## src/rtl/inference_sequencer.sv

```systemverilog
// Single-frame controller: collects nine kernel weights, gates one frame of pixels into the
// conv/pool/NN pipeline and captures the network result. Define SEQ_FLUSH_TIMEOUT_EN for a FLUSH watchdog.
module inference_sequencer #(
    parameter int INTEGER_BITS     = 9,
    parameter int FIXED_POINT_BITS = 4,
    parameter int IMG_W            = 28,
    parameter int IMG_H            = 28,
    parameter int FLUSH_TIMEOUT    = 4096,
    localparam int DATA_W = INTEGER_BITS + FIXED_POINT_BITS,
    localparam int PIXELS = IMG_W * IMG_H,
    localparam int CNT_W  = $clog2(PIXELS + 1)
) (
    input  logic                  i_clk,
    input  logic                  i_rst,
    input  logic                  i_start,
    output logic                  o_busy,
    input  logic [DATA_W-1:0]     i_kernel_word,
    input  logic                  i_kernel_valid,
    output logic                  o_kernel_ready,
    output logic                  o_kernel_reset,
    output logic [9*DATA_W-1:0]   o_kernel_vals,
    input  logic [DATA_W-1:0]     i_pix_data,
    input  logic                  i_pix_valid,
    output logic                  o_pix_ready,
    output logic [DATA_W-1:0]     o_pix_data,
    output logic                  o_pix_valid,
    input  logic                  i_nn_valid,
    input  logic [2*DATA_W-1:0]   i_nn_data,
    output logic [2*DATA_W-1:0]   o_result,
    output logic                  o_result_valid,
    output logic                  o_done,
    output logic                  o_timeout
);

    typedef enum logic [2:0] {
        ST_IDLE,
        ST_LOAD,
        ST_APPLY,
        ST_STREAM,
        ST_FLUSH,
        ST_DONE
    } state_t;

    state_t state_reg;
    state_t state_next;

    logic [3:0]          kidx_reg;
    logic [CNT_W-1:0]    count_reg;
    logic [DATA_W-1:0]   kernel_reg [9];
    logic [DATA_W-1:0]   pix_data_reg;
    logic                pix_valid_reg;
    logic [2*DATA_W-1:0] result_reg;
    logic                result_valid_reg;

    logic start_accept;
    logic kernel_accept;
    logic pix_ready;
    logic pix_accept;
    logic last_pixel;
    logic capture;
    logic timeout_hit;

    assign start_accept  = (state_reg == ST_IDLE) && i_start;
    assign kernel_accept = (state_reg == ST_LOAD) && i_kernel_valid;
    assign pix_ready     = (state_reg == ST_STREAM) && (count_reg < CNT_W'(PIXELS));
    assign pix_accept    = pix_ready && i_pix_valid;
    assign last_pixel    = pix_accept && (count_reg == CNT_W'(PIXELS - 1));
    // Only the first network result of a frame is kept.
    assign capture       = i_nn_valid && !result_valid_reg &&
                           ((state_reg == ST_STREAM) || (state_reg == ST_FLUSH));

    always_ff @(posedge i_clk) begin
        if (i_rst) begin
            state_reg <= ST_IDLE;
        end else begin
            state_reg <= state_next;
        end
    end

    always_comb begin
        state_next     = state_reg;
        o_busy         = (state_reg != ST_IDLE);
        o_kernel_ready = 1'b0;
        o_kernel_reset = 1'b0;
        o_done         = 1'b0;
        case (state_reg)
            ST_IDLE: begin
                if (start_accept) state_next = ST_LOAD;
            end
            ST_LOAD: begin
                o_kernel_ready = 1'b1;
                if (kernel_accept && (kidx_reg == 4'd8)) state_next = ST_APPLY;
            end
            ST_APPLY: begin
                o_kernel_reset = 1'b1;
                state_next     = ST_STREAM;
            end
            ST_STREAM: begin
                if (last_pixel) state_next = result_valid_reg ? ST_DONE : ST_FLUSH;
            end
            ST_FLUSH: begin
                if (capture || result_valid_reg || timeout_hit) state_next = ST_DONE;
            end
            ST_DONE: begin
                o_done     = 1'b1;
                state_next = ST_IDLE;
            end
            default: begin
                state_next = ST_IDLE;
            end
        endcase
    end

    always_ff @(posedge i_clk) begin
        if (i_rst) begin
            kidx_reg         <= '0;
            count_reg        <= '0;
            pix_data_reg     <= '0;
            pix_valid_reg    <= 1'b0;
            result_reg       <= '0;
            result_valid_reg <= 1'b0;
        end else begin
            pix_valid_reg <= pix_accept;
            if (pix_accept) pix_data_reg <= i_pix_data;
            if (start_accept) begin
                kidx_reg         <= '0;
                count_reg        <= '0;
                result_reg       <= '0;
                result_valid_reg <= 1'b0;
            end else begin
                if (kernel_accept) kidx_reg <= kidx_reg + 4'd1;
                if (pix_accept) count_reg <= count_reg + CNT_W'(1);
                if (capture) begin
                    result_reg       <= i_nn_data;
                    result_valid_reg <= 1'b1;
                end
            end
        end
    end

    // Weights persist across frames until the next LOAD overwrites them.
    always_ff @(posedge i_clk) begin
        if (i_rst) begin
            for (int k = 0; k < 9; k++) kernel_reg[k] <= '0;
        end else begin
            for (int k = 0; k < 9; k++) begin
                if (kernel_accept && (kidx_reg == 4'(k))) kernel_reg[k] <= i_kernel_word;
            end
        end
    end

    for (genvar gi = 0; gi < 9; gi++) begin : g_kernel_pack
        assign o_kernel_vals[gi*DATA_W +: DATA_W] = kernel_reg[gi];
    end

`ifdef SEQ_FLUSH_TIMEOUT_EN
    localparam int TO_W = $clog2(FLUSH_TIMEOUT + 1);

    logic [TO_W-1:0] flush_cnt_reg;
    logic            timeout_reg;

    assign timeout_hit = (state_reg == ST_FLUSH) && (flush_cnt_reg == TO_W'(FLUSH_TIMEOUT - 1));

    always_ff @(posedge i_clk) begin
        if (i_rst || (state_reg != ST_FLUSH)) begin
            flush_cnt_reg <= '0;
        end else begin
            flush_cnt_reg <= flush_cnt_reg + TO_W'(1);
        end
    end

    // A capture landing on the expiry cycle takes priority over the timeout.
    always_ff @(posedge i_clk) begin
        if (i_rst || start_accept) begin
            timeout_reg <= 1'b0;
        end else if (timeout_hit && !capture && !result_valid_reg) begin
            timeout_reg <= 1'b1;
        end
    end

    assign o_timeout = timeout_reg;
`else
    assign timeout_hit = 1'b0;
    assign o_timeout   = 1'b0;
`endif

    assign o_pix_ready    = pix_ready;
    assign o_pix_data     = pix_data_reg;
    assign o_pix_valid    = pix_valid_reg;
    assign o_result       = result_reg;
    assign o_result_valid = result_valid_reg;

endmodule

```

## config.mk

```make
export PLATFORM = sky130hd
export DESIGN_NAME = inference_sequencer
export DESIGN_NICKNAME = d
export VERILOG_FILES = /design/src/rtl/inference_sequencer.sv
export SDC_FILE = /design/constraint.sdc
export NUM_CORES = 1
export LEC_CHECK = 0
export CAP_MARGIN = 20
export CORE_MARGIN = 5
export CORE_UTILIZATION = 48
export DETAILED_ROUTE_END_ITERATION = 8
export GPL_ROUTABILITY_DRIVEN = 0
export PLACE_DENSITY = 0.9
export SLEW_MARGIN = 10
export SYNTH_ARGS = -nofsm -noshare
export SYNTH_HDL_FRONTEND = slang
export SYNTH_SLANG_ARGS = --single-unit
export TNS_END_PERCENT = 50
```

## constraint.sdc

```tcl
create_clock -name i_clk -period 4.15 [get_ports i_clk]
set_clock_uncertainty 0.2 [all_clocks]
set_input_delay 1.0375 -clock i_clk [delete_from_list [all_inputs] [get_ports i_clk]]
set_output_delay 1.0375 -clock i_clk [all_outputs]
set_load 0.02 [all_outputs]
```

# == Yosys cells after proc, flatten, opt, wreduce, memory -nomap -nowiden ==
# Memory sizes are Yosys's and may differ from the RTL's.
# Index checks and enable logic that the tools add are counted.
# classes
reduce_logical,24
bitwise,9
n_lt_le_gt_ge,1
shift,0
eq_ne,18
div_mod_pow,0
addsub,2
mux,47
mul,0
# ops
operator,n
$mux 13,9
$mux 1,33
$eq 4x3->1 const B,4
$logic_and 1x1->1,16
$pmux 3 s5,1
$mux 3,4
$add 10x1->10 const B,1
$eq 10x10->1 const B,1
$lt 10x10->1 const B,1
$or 1x1->1,9
$eq 4x2->1 const B,2
$eq 3x2->1 const B,2
$eq 3x3->1 const B,2
$add 4x1->4 const B,1
$eq 4x1->1 const B,1
$eq 4x4->1 const B,1
$logic_not 4->1,1
$ne 2x1->1 const B,2
$ne 2x2->1 const B,2
$reduce_and 4->1,1
$eq 3x1->1 const B,1
$logic_not 3->1,1
$reduce_bool 3->1,1
$logic_or 1x1->1,2
2 further kinds,2
# totals
regBits,58
latchBits,0
word_cells,109
memories,1
romBits,0
inputBits,58
ramBits,117
# mem_list
name,depth,word_bits,read_ports,rd_clocked_by_memory_dff,wr,line_no,rtl
kernel_reg,9,13,9,0,9,49,logic [DATA_W-1:0] kernel_reg [9];

# == Logic depth before layout (Yosys ltp) ==
# Gate-level depths: netlist of run 1.
# logic_depth
depth_word,7
depth_mapped,8
mapped_depth_nobuf,6

# == Worst setup path before layout of run 1 ==
# OpenSTA, ideal clock, no wires.
# synth_path
path_kind,input to register
startpoint,input i_kernel_valid
endpoint,"memory kernel_reg[0][104] in the netlist's numbering, enable pin"
path_stages,2
t_required_ns,3.621
slack_ns,1.590
path_buffers,0
setup_ns,0.329
arrival_time_ns,2.031
cell_sequence,nor4bb_1 > a31o_2
# synth_rtl
element,line_no,rtl
"start, declared",18,"input logic i_kernel_valid,"
"end, declared",49,

# == Worst setup path after layout of run 1 ==
# layout_path
startpoint,register state_reg[1]
endpoint,output o_pix_ready
# layout_via
elab_chain_cells,2
# layout_rtl
element,line_no,rtl
"start, declared",44,state_t state_reg;
"start signal, assigned",76,state_reg <= state_next;
$eq 3x2->1,65,assign pix_ready = (state_reg == ST_STREAM) && (count_reg < CNT_W'(PIXELS));
$logic_and 1x1->1,65,
"end, declared",24,"output logic o_pix_ready,"
# No other way between the ends.

==> results of run 1 <==
## power breakdown
part	total (W)	leakage (nW)	internal, W	switching [W]
clock	0.00167	0.306	0.00102	0.000657
sequential	0.00206	1.68	0.00200	0.0000634
combinational	0.000676	1.60	0.000304	0.000372
total	0.00441	3.58	0.00332	0.00109
## through the flow
step,setup WS (ns),cell area [um^2],power (W)
final,0.854,9120,0.00441
after floorplan,1.59,6160,0.00242
after detailed placement,0.722,8490,0.00277
after CTS,0.841,9120,0.00444
after global routing,0.741,9120,0.00457
after global placement,0.776,8490,0.00275
## layout make-up
class	count	area [um^2]	area share, %
Inverter	7	27.5	0.302
Clock inverter	15	204	2.24
Timing Repair Buffer	224	2230	24.5
Clock buffer	17	425	4.66
Multi-Input combinational cell	196	1340	14.7
Tap cell	172	215	2.36
Sequential cell	175	4670	51.2
## cells in the mapped netlist (2+ instances only)
library cell    n
a21o_1          9
a21oi_1        11
and2_1         13
buf_2           5
buf_4           5
buf_6           3
clkbuf_1        4
dfxtp_1        58
edfxtp_1      117
ha_1            5
inv_1           6
mux2i_1        41
nand2_1        10
nand3_1         4
nor2_1         51
nor2b_1         2
nor3_1          3
nor3b_1         3
nor4_1          2
nor4_4          2
o211ai_1        2
o21a_1          2
o21ai_0         6
o31ai_1         2
or3_1           4
or4_1           3
xor2_1          3
## cell families (layout without fill, tap and decap cells)
logic type	count (synthesis)	in the layout	share of synthesized area, %
AO/OA/AOI/OAI	40	40	4.47
XOR/XNOR	3	3	0.427
adder cells (fa/ha/maj)	5	5	1.02
buffers and inverters	25	263	2.32
flip-flops	175	175	75.9
multiplexers	41	41	6.66
other	1	1	0.0609
AND/OR/NAND/NOR	106	106	9.16
## critical path: stages, from the launching register on
cell and delay, ns:
dfxtp_1 0.50, and3b_1 0.35, o21a_1 0.18, clkdlybuf4s50_1 0.61
## worst max-delay path by stage
stage / endpoint / slack, ns / cells past startpoint
floorplan: kernel_reg[0][104]$_DFFE_PP_ / 1.59 / 2
global placement: kernel_reg[0][104]$_DFFE_PP_ / 0.78 / 3
detailed placement: kernel_reg[0][110]$_DFFE_PP_ / 0.72 / 3
CTS: o_pix_ready / 0.84 / 3
global route: o_pix_ready / 0.74 / 3
finish: o_pix_ready / 0.85 / 3
## per-layer routing
layer / vias up / track usage, % / share of wire [%]
met5: - / 0 / 0
met4: 0 / 5.47 / 0.60
met3: 7 / 9.06 / 12
met2: 238 / 35.1 / 49
met1: 2025 / 25.2 / 39
li1: 1895 / - / -
==> summary.txt, run 1 <==
Global route
  – First-pass GRT wire length: 23500 um
  – Total grt overflow: 0
  – Pin count of the biggest net entering global routing: 30
  – Vias in the first global route: just over 4000
  – Initial antenna violation count: 0
  – Overall fraction of global-route tracks in use: about a fifth

Layout
  – # fillers: roughly 800
  – Antenna Cells: 0
  – Commonest non-fill, non-tap cell in the layout: clkdlybuf4s50_1
  – Nets: between 600 and 700
  – Fin util: between 70 and 80%
  – Layout cells sized above 1: 6.78%
  – Commonest non-fill, non-tap cells in the layout: clkdlybuf4s50_1, edfxtp_1, dfxtp_1
  – Max FFs per register: 117
  – Area Overhead vs Synth: 48.1%
  – Final Non-Filler Cells: roughly 810

STA
  – Slew Viols, Final: 0
  – Final setup TNS: 0 ns
  – Post-route minimum period: ~3.3 ns
  – Final hold violation count: 0
  – Worst Tran Pin Value: approximately 0.9 ns
  – Rel. slew slack: about two fifths
  – Max frequency: about 0.30 GHz
  – Hold WS: between 0.2 and 0.3 ns
  – Final Cycle Share: roughly four fifths
  – Final setup viols: 0
  – Unrepaired setup endpoints after global routing: no

CTS
  – Post-CTS Hold Buffers: 0
  – TritonCTS clock tree: built
  – H-tree depth: 4
  – Clk_lat worst skew: roughly 0.41 ns
  – Num Clock Sinks: between 150 and 200
  – Cts repair resizes: 0
  – Clock buffer depth: 2
  – Clock Pin Slew Worst Setup and Hold Paths: roughly 0.060 ns
  – Setup repair bufs after CTS: 0
  – Root Buffer: clkbuf_16
  – Num CTS Buffers: 17

Worst setup path
  – R2r endpoint: kernel_reg[0][41]$_DFFE_PP_
  – Worst setup EP type: output pin
  – Crit Path Category: flip-flop to output pin
  – R2r startpoint: state_reg[0]$_SDFFE_PP0P_
  – Worst reg2reg setup slack: between 1 and 1.5 ns
  – CP Launch Type: flip-flop
  – R2R cell count: 5
  – Crit Path Max Fanout: 10
  – Critical Path RT: between 2 and 3 ns
  – CP Data Arrival Time: around 2.1 ns
  – Beginning of the critical path: state_reg[1]$_SDFFE_PP0P_

Synthesis
  – Syn_nets: roughly 460
  – Cell area after synthesis: just over 0.006 mm^2
  – Synth area leaders: edfxtp_1, dfxtp_1, mux2i_1, nor2_1, and2_1
  – Post-synth EDFFs: 117
  – Top_reg_cell synth: edfxtp_1
  – Seq/Total Area, Yosys: 75.9%
  – Ys Warns: 0
  – Seq cells post-synth: about 180
  – Async set-reset flop share out of synthesis: 0%
  – Gate Count Post-Synth: 396
  – Synth Area per Inst: around 16 um^2
  – Distinct cells, synth: 47
  – Top-area cell type share of the netlist area: a little under three fifths
  – Post-synth top area cell: edfxtp_1

Floorplanning
  – CORE AREA: ~0.013 mm^2
  – Chip Width: roughly 120 um
  – Starting density of the core: between 40% and 50%
  – Floorplan row count: about 40
  – Die H: about 120 um
  – Die area: about 0.015 mm^2
  – Top Ports: 222

Hold path
  – Hold path cells: 2
  – Hold Path Sink: count_reg[9]$_SDFFE_PP0P_
  – Hold/Removal Path Class: flip-flop to flip-flop
  – Hold Startpoint: count_reg[9]$_SDFFE_PP0P_

Drt
  – Vias/cell: 5.17
  – 1st-iter DRT viols: 286
  – Post-Route WL: about 16000 um
  – Wire per inst: 19.7 um
  – Vias: between 4000 and 5000
  – ANT nets after route: 0
  – DR DRC count: 0
  – Initial DRT Pass Iterations: 4

Power and ir drop
  – Static leakage: ~3.6 nW
  – Peak supply drop: 283 uV
  – Pwr/cell area: 484 mW/mm^2

Run status
  – Outcome: finished, final reports clean

Place
  – DP Wirelength: 11300 um
  – PortBufs: between 200 and 250
  – Placed insts: about 770

Job
  – Max_cap viols: 0
Note: power is estimated with default switching activity, not from simulation.
==> inputs of run 2 (changes only) <==
--- a/config.mk
+++ b/config.mk
@@ -7,10 +7,10 @@
 export LEC_CHECK = 0
 export CAP_MARGIN = 20
 export CORE_MARGIN = 5
-export CORE_UTILIZATION = 48
+export CORE_UTILIZATION = 44
 export DETAILED_ROUTE_END_ITERATION = 8
 export GPL_ROUTABILITY_DRIVEN = 0
-export PLACE_DENSITY = 0.9
+export PLACE_DENSITY = 0.84
 export SLEW_MARGIN = 10
 export SYNTH_ARGS = -nofsm -noshare
 export SYNTH_HDL_FRONTEND = slang
==> constraint.sdc (replaced) <==
create_clock -name i_clk -period 3.2 [get_ports i_clk]
set_clock_uncertainty 0.2 [all_clocks]
set_input_delay 0.8 -clock i_clk [delete_from_list [all_inputs] [get_ports i_clk]]
set_output_delay 0.8 -clock i_clk [all_outputs]
set_load 0.02 [all_outputs]
==> summary.txt, run 2 (synthesis gave the netlist of run 1 again) <==
STA
  – Unrepaired setup endpoints after global routing: no
  – Final hold violation count: 0 (unchanged)
  – Final Cycle Share: between 90% and 100%
  – Rel. slew slack: 40.7% (+2.7 points)
  – Final setup viols: 0 (unchanged)
  – Post-route minimum period: a little over 3 ns
  – Worst Tran Pin Value: 0.888 ns (-0.0397 ns)
  – Max frequency: 0.323 GHz
  – Final setup TNS: 0 ns (unchanged)
  – Slew Viols, Final: 0 (unchanged)

Power and ir drop
  – Clock Power Share: 36.1% (-1.9 points)
  – Static leakage: 3.62 nW (+1.2%)
  – Sw Share: 27.2% (+2.4 points)
  – Part of the power in registers: 47.8% (+1.1 points)
  – Pwr/cell area: 606 mW/mm^2 (+25%)
  – Combinational share of power: 16.1% (+0.8 points)
  – P_sw: 0.00152 W (+39%)
  – Peak supply drop: 251 uV (-12%)
  – Pint: 0.00405 W (+22%)

CTS
  – TritonCTS clock tree: built
  – Post-CTS Hold Buffers: 0 (unchanged)
  – Num Clock Sinks: 175 (unchanged)
  – Root Buffer: clkbuf_16
  – Clock Pin Slew Worst Setup and Hold Paths: 0.07 ns (about the same)
  – Setup repair bufs after CTS: 0 (unchanged)
  – Num CTS Buffers: 17 (unchanged)
  – Cts repair resizes: 0 (unchanged)
  – H-tree depth: 4 (unchanged)
  – Clk_lat worst skew: 0.43 ns (+0.02 ns)
  – Clock buffer depth: 2 (unchanged)

Floorplanning
  – Chip Width: 128 um (+4.1%)
  – Top Ports: 222 (unchanged)
  – Die area: 0.0165 mm^2 (+8.3%)
  – Floorplan row count: 43 (+4.9%)
  – CORE AREA: 0.0138 mm^2 (+9.6%)
  – Die H: 128 um (+4.1%)
  – Starting density of the core: 44.5% (-4.3 points)

Worst setup path
  – Largest delay share family, worst path: buffers and inverters
  – Critical path buffers and inverters: 1 (unchanged)
  – Crit Path Category: flip-flop to output pin
  – Critical Path Max Stage Delay: 0.62 ns (about the same)
  – R2R cell count: 6 (+1)
  – Worst setup EP type: output pin
  – Slowest CP cell: clkdlybuf4s50_1
  – Worst reg2reg setup slack: 0.75 ns (-0.64 ns)
  – Crit Path Max Fanout: 10 (unchanged)
  – Critical Path RT: 2.20 ns (-0.71 ns)
  – R2r startpoint: state_reg[0]$_SDFFE_PP0P_
  – CP Data Arrival Time: 2.09 ns (+0.03 ns)
  – R2r endpoint: kernel_reg[0][10]$_DFFE_PP_
  – CP Launch Type: flip-flop
  – Critical path, cell by cell: and3b_1 > o21a_1 > clkdlybuf4s50_1

Global route
  – Overall fraction of global-route tracks in use: 18.3% (-2.7 points)
  – Initial antenna violation count: 0 (unchanged)
  – Total grt overflow: 0 (unchanged)
  – Pin count of the biggest net entering global routing: 28 (-6.7%)
  – First-pass GRT wire length: 22900 um (-2.6%)
  – Vias in the first global route: 4182 (+0.55%)

Hold path
  – Hold Startpoint: o_result[18]$_SDFFE_PP0P_
  – Hold path cells: 2 (unchanged)
  – Hold Path Sink: o_result[18]$_SDFFE_PP0P_
  – Hold/Removal Path Class: flip-flop to flip-flop

Layout
  – Layout cells sized above 1: 8.82% (+2.0 points)
  – Max FFs per register: 117 (unchanged)
  – Commonest non-fill, non-tap cell in the layout: clkdlybuf4s50_1
  – Commonest non-fill, non-tap cells in the layout: clkdlybuf4s50_1, edfxtp_1, dfxtp_1
  – Antenna Cells: 0 (unchanged)
  – Nets: 696 (+1.8%)
  – Final instance area: 0.00920 mm^2 (+0.82%)
  – Area Overhead vs Synth: 49.3%

Drt
  – Vias/cell: 5.01 (-3.1%)
  – ANT nets after route: 0 (unchanged)
  – Post-Route WL: 15100 um (-4.6%)
  – Wire per inst: 18.3 um (-6.9%)
  – DR DRC count: 0 (unchanged)
  – Vias: 4138 (-0.65%)
  – Initial DRT Pass Iterations: 5 (+1)
  – 1st-iter DRT viols: 285 (-0.35%)

Job
  – Max_cap viols: 0 (unchanged)

Place
  – PortBufs: 220 (unchanged)
  – DP Wirelength: 10800 um (-4.9%)
  – Placement-stage cell area: 0.00860 mm^2 (+1.3%)

Run status
  – Outcome: finished, final reports clean
==> run 2: per-stage QoR <==
stage	hold WS (ns)	utilization [%]	worst slack, ns	power [W]	std cells
global route	0.343	66.5	0.0162	0.00578	826
global placement	0.257	62.2	0.413	0.00359	794
floorplan	0.242	-	0.878	0.00314	396
detailed placement	0.287	62.2	0.366	0.00361	794
CTS	0.305	66.5	0.110	0.00562	826
finish	0.300	66.5	0.106	0.00557	826
==> run 2: metal layers <==
metal / wire [um] / GRT usage, % / vias to the layer above
li1: - / - / 1920
met1: 6090 / 22.4 / 1972
met2: 7220 / 30.6 / 233
met3: 1690 / 7.08 / 13
met4: 134 / 4.87 / 0
met5: 0 / 0 / -
==> run 2: area by class of cell <==
cell class                 count  area, um^2
sequential                   175        4670
fill                         945        4630
timing repair buffer         236        2330
multi-input combinational    196        1340
clock buffer                  17         425
tap                          180         225
clock inverter                15         166
inverter                       7        27.5
==> run 2: worst max-delay path by stage <==
stage / from / to / slack, ns / cells after the start
detailed placement: i_kernel_valid / kernel_reg[0][108]$_DFFE_PP_ / 0.37 / 4
global placement: i_kernel_valid / kernel_reg[0][114]$_DFFE_PP_ / 0.41 / 4
finish: state_reg[1]$_SDFFE_PP0P_ / o_pix_ready / 0.11 / 3
global route: state_reg[1]$_SDFFE_PP0P_ / o_pix_ready / 0.02 / 3
CTS: state_reg[0]$_SDFFE_PP0P_ / o_kernel_ready / 0.11 / 3
floorplan: i_kernel_valid / kernel_reg[0][104]$_DFFE_PP_ / 0.88 / 2
==> run 2: worst register-to-register path: cells and delay by family (launching register included) <==
kind | cells | cell delay [ns]
buf+inv | 2 | 0.36
flops | 1 | 0.50
simple gates | 3 | 0.91
compound gates | 1 | 0.19
==> run 2: power groups by stage <==
stage | clock network [W] | logic, W | registers [W]
floorplan | 0 | 0.000275 | 0.00286
global placement | 0 | 0.000886 | 0.00271
detailed placement | 0 | 0.000900 | 0.00271
CTS | 0.00205 | 0.000905 | 0.00266
global route | 0.00215 | 0.000945 | 0.00268
finish | 0.00201 | 0.000895 | 0.00266
==> edit: new RTL, flow settings as in run 1 <==
Build with the macro `SEQ_FLUSH_TIMEOUT_EN` defined.
--- a/src/rtl/inference_sequencer.sv
+++ b/src/rtl/inference_sequencer.sv
@@ -1,5 +1,7 @@
 // Single-frame controller: collects nine kernel weights, gates one frame of pixels into the
 // conv/pool/NN pipeline and captures the network result. Define SEQ_FLUSH_TIMEOUT_EN for a FLUSH watchdog.
+`define SEQ_FLUSH_TIMEOUT_EN
+
 module inference_sequencer #(
     parameter int INTEGER_BITS     = 9,
     parameter int FIXED_POINT_BITS = 4,
Behaviour: same outputs for any inputs over 10 cycles, from zero or initial values and one cycle with i_rst high; that may be too few to reach the edited logic, so the function may still have changed.
==> edit against run 1 <==
Cell area up 5.4%. Non-clock buffer count unchanged. Synthesized area up 7.5%. Critical path depth unchanged. Die area up 6.9%. First-iteration DRC count up 27%. Total power up 2.0%. Register-to-register slack worse by 0.21 ns. Sequential cell count up 14. Setup slack worse by 0.23 ns. Routed wire length up 5.6%.
==> edit: results (changes against run 1) <==
[hold_path]
min_to=o_result[8]
min_from=o_result[8]

[place]
place_inst=869  ; +12%
dp_slack_ns=0.684  ; -0.0383 ns
hpwl_mm=11.9  ; +5.0%
portBuffers=221  ; +0.45%

[synthesis]
yosysSeqAreaShare_pct=74.8  ; -1.0 points
ys_types=43  ; -8.5%
synth_nets=549  ; +20%
netlist_instances=485  ; +22%
ys_top_cells_by_area=edfxtp_1 (53%), dfxtp_1 (22%), nand2_1 (3.5%)
netlist_top_cells_count=edfxtp_1 (117), dfxtp_1 (72), nand2_1 (62)

[timing]
fin_ws_ns=0.625  ; -0.229 ns
tightest_slew_ns=0.896  ; -0.0314 ns

[cells_and_area]
fill_cells=911  ; +15%
buf_share_pct=23.2  ; -1.2 points
final-instance-count-excl-fill=901  ; +12%
seq_cell_count=189  ; +8.0%
post-route-util_pct=70.1  ; -2.2 points
num-multi-input-gates=262  ; +34%
multi_input_comb_area_mm2=0.00155  ; +16%

[critical_path]
crit_start=count_reg[4]
timing.critical_path.slowest_cell_delay_ns=0.68  ; +0.07 ns
crit_fanout=7  ; -3
r2r_slack_ns=1.18  ; -0.21 ns
critPathArrivalTime_ns=2.29  ; +0.23 ns
reg2reg_to=kernel_reg[0][102]

[route]
wl_mm=16.8  ; +5.6%
drt_iter0_markers=362  ; +27%
viasPerCell=5.22  ; +1.1%

[outcome]
outcome=finished, final reports clean

[floorplan]
row_count=43  ; +4.9%

[global_route]
grt_max_degree=28  ; -6.7%

[pwr]
ir_worst_vdd_mv=0.275  ; -3.0%

-- edit: changes by cell type after synthesis, moves of 8 or more --
cell / run 1 / this run
xnor2_1: 0 / 11
dfxtp_1: 58 / 72
clkbuf_1: 4 / 14
nand2_1: 10 / 62
mux2i_1: 41 / 15
inv_1: 6 / 14
a21oi_1: 11 / 38
nor2_1: 51 / 37
-- edit: power by group --
group	switching, W	internal (W)	leakage, nW
clock	0.000706	0.000908	0.282
sequential	0.0000638	0.00213	1.79
combinational	0.000390	0.000299	1.36
-- edit: cells by family after synthesis --
kind of cell | Yosys count | share of synthesized area, %
AOI/OAI and AO/OA | 69 | 6.44
adders and majority gates | 6 | 1.13
and+or+nand+nor | 157 | 11.2
xor gates and xnor gates | 15 | 1.98
buffers and inverters | 34 | 2.17
muxes | 15 | 2.27
DFF | 189 | 74.8
-- edit: routing by layer --
layer,vias to the layer above,part of all wire [%],global-route usage [%]
met1,2260,39,24.8
met2,262,49,34.4
met3,13,11,7.32
li1,2172,-,-
met5,-,0,0
met4,0,1.1,6.75
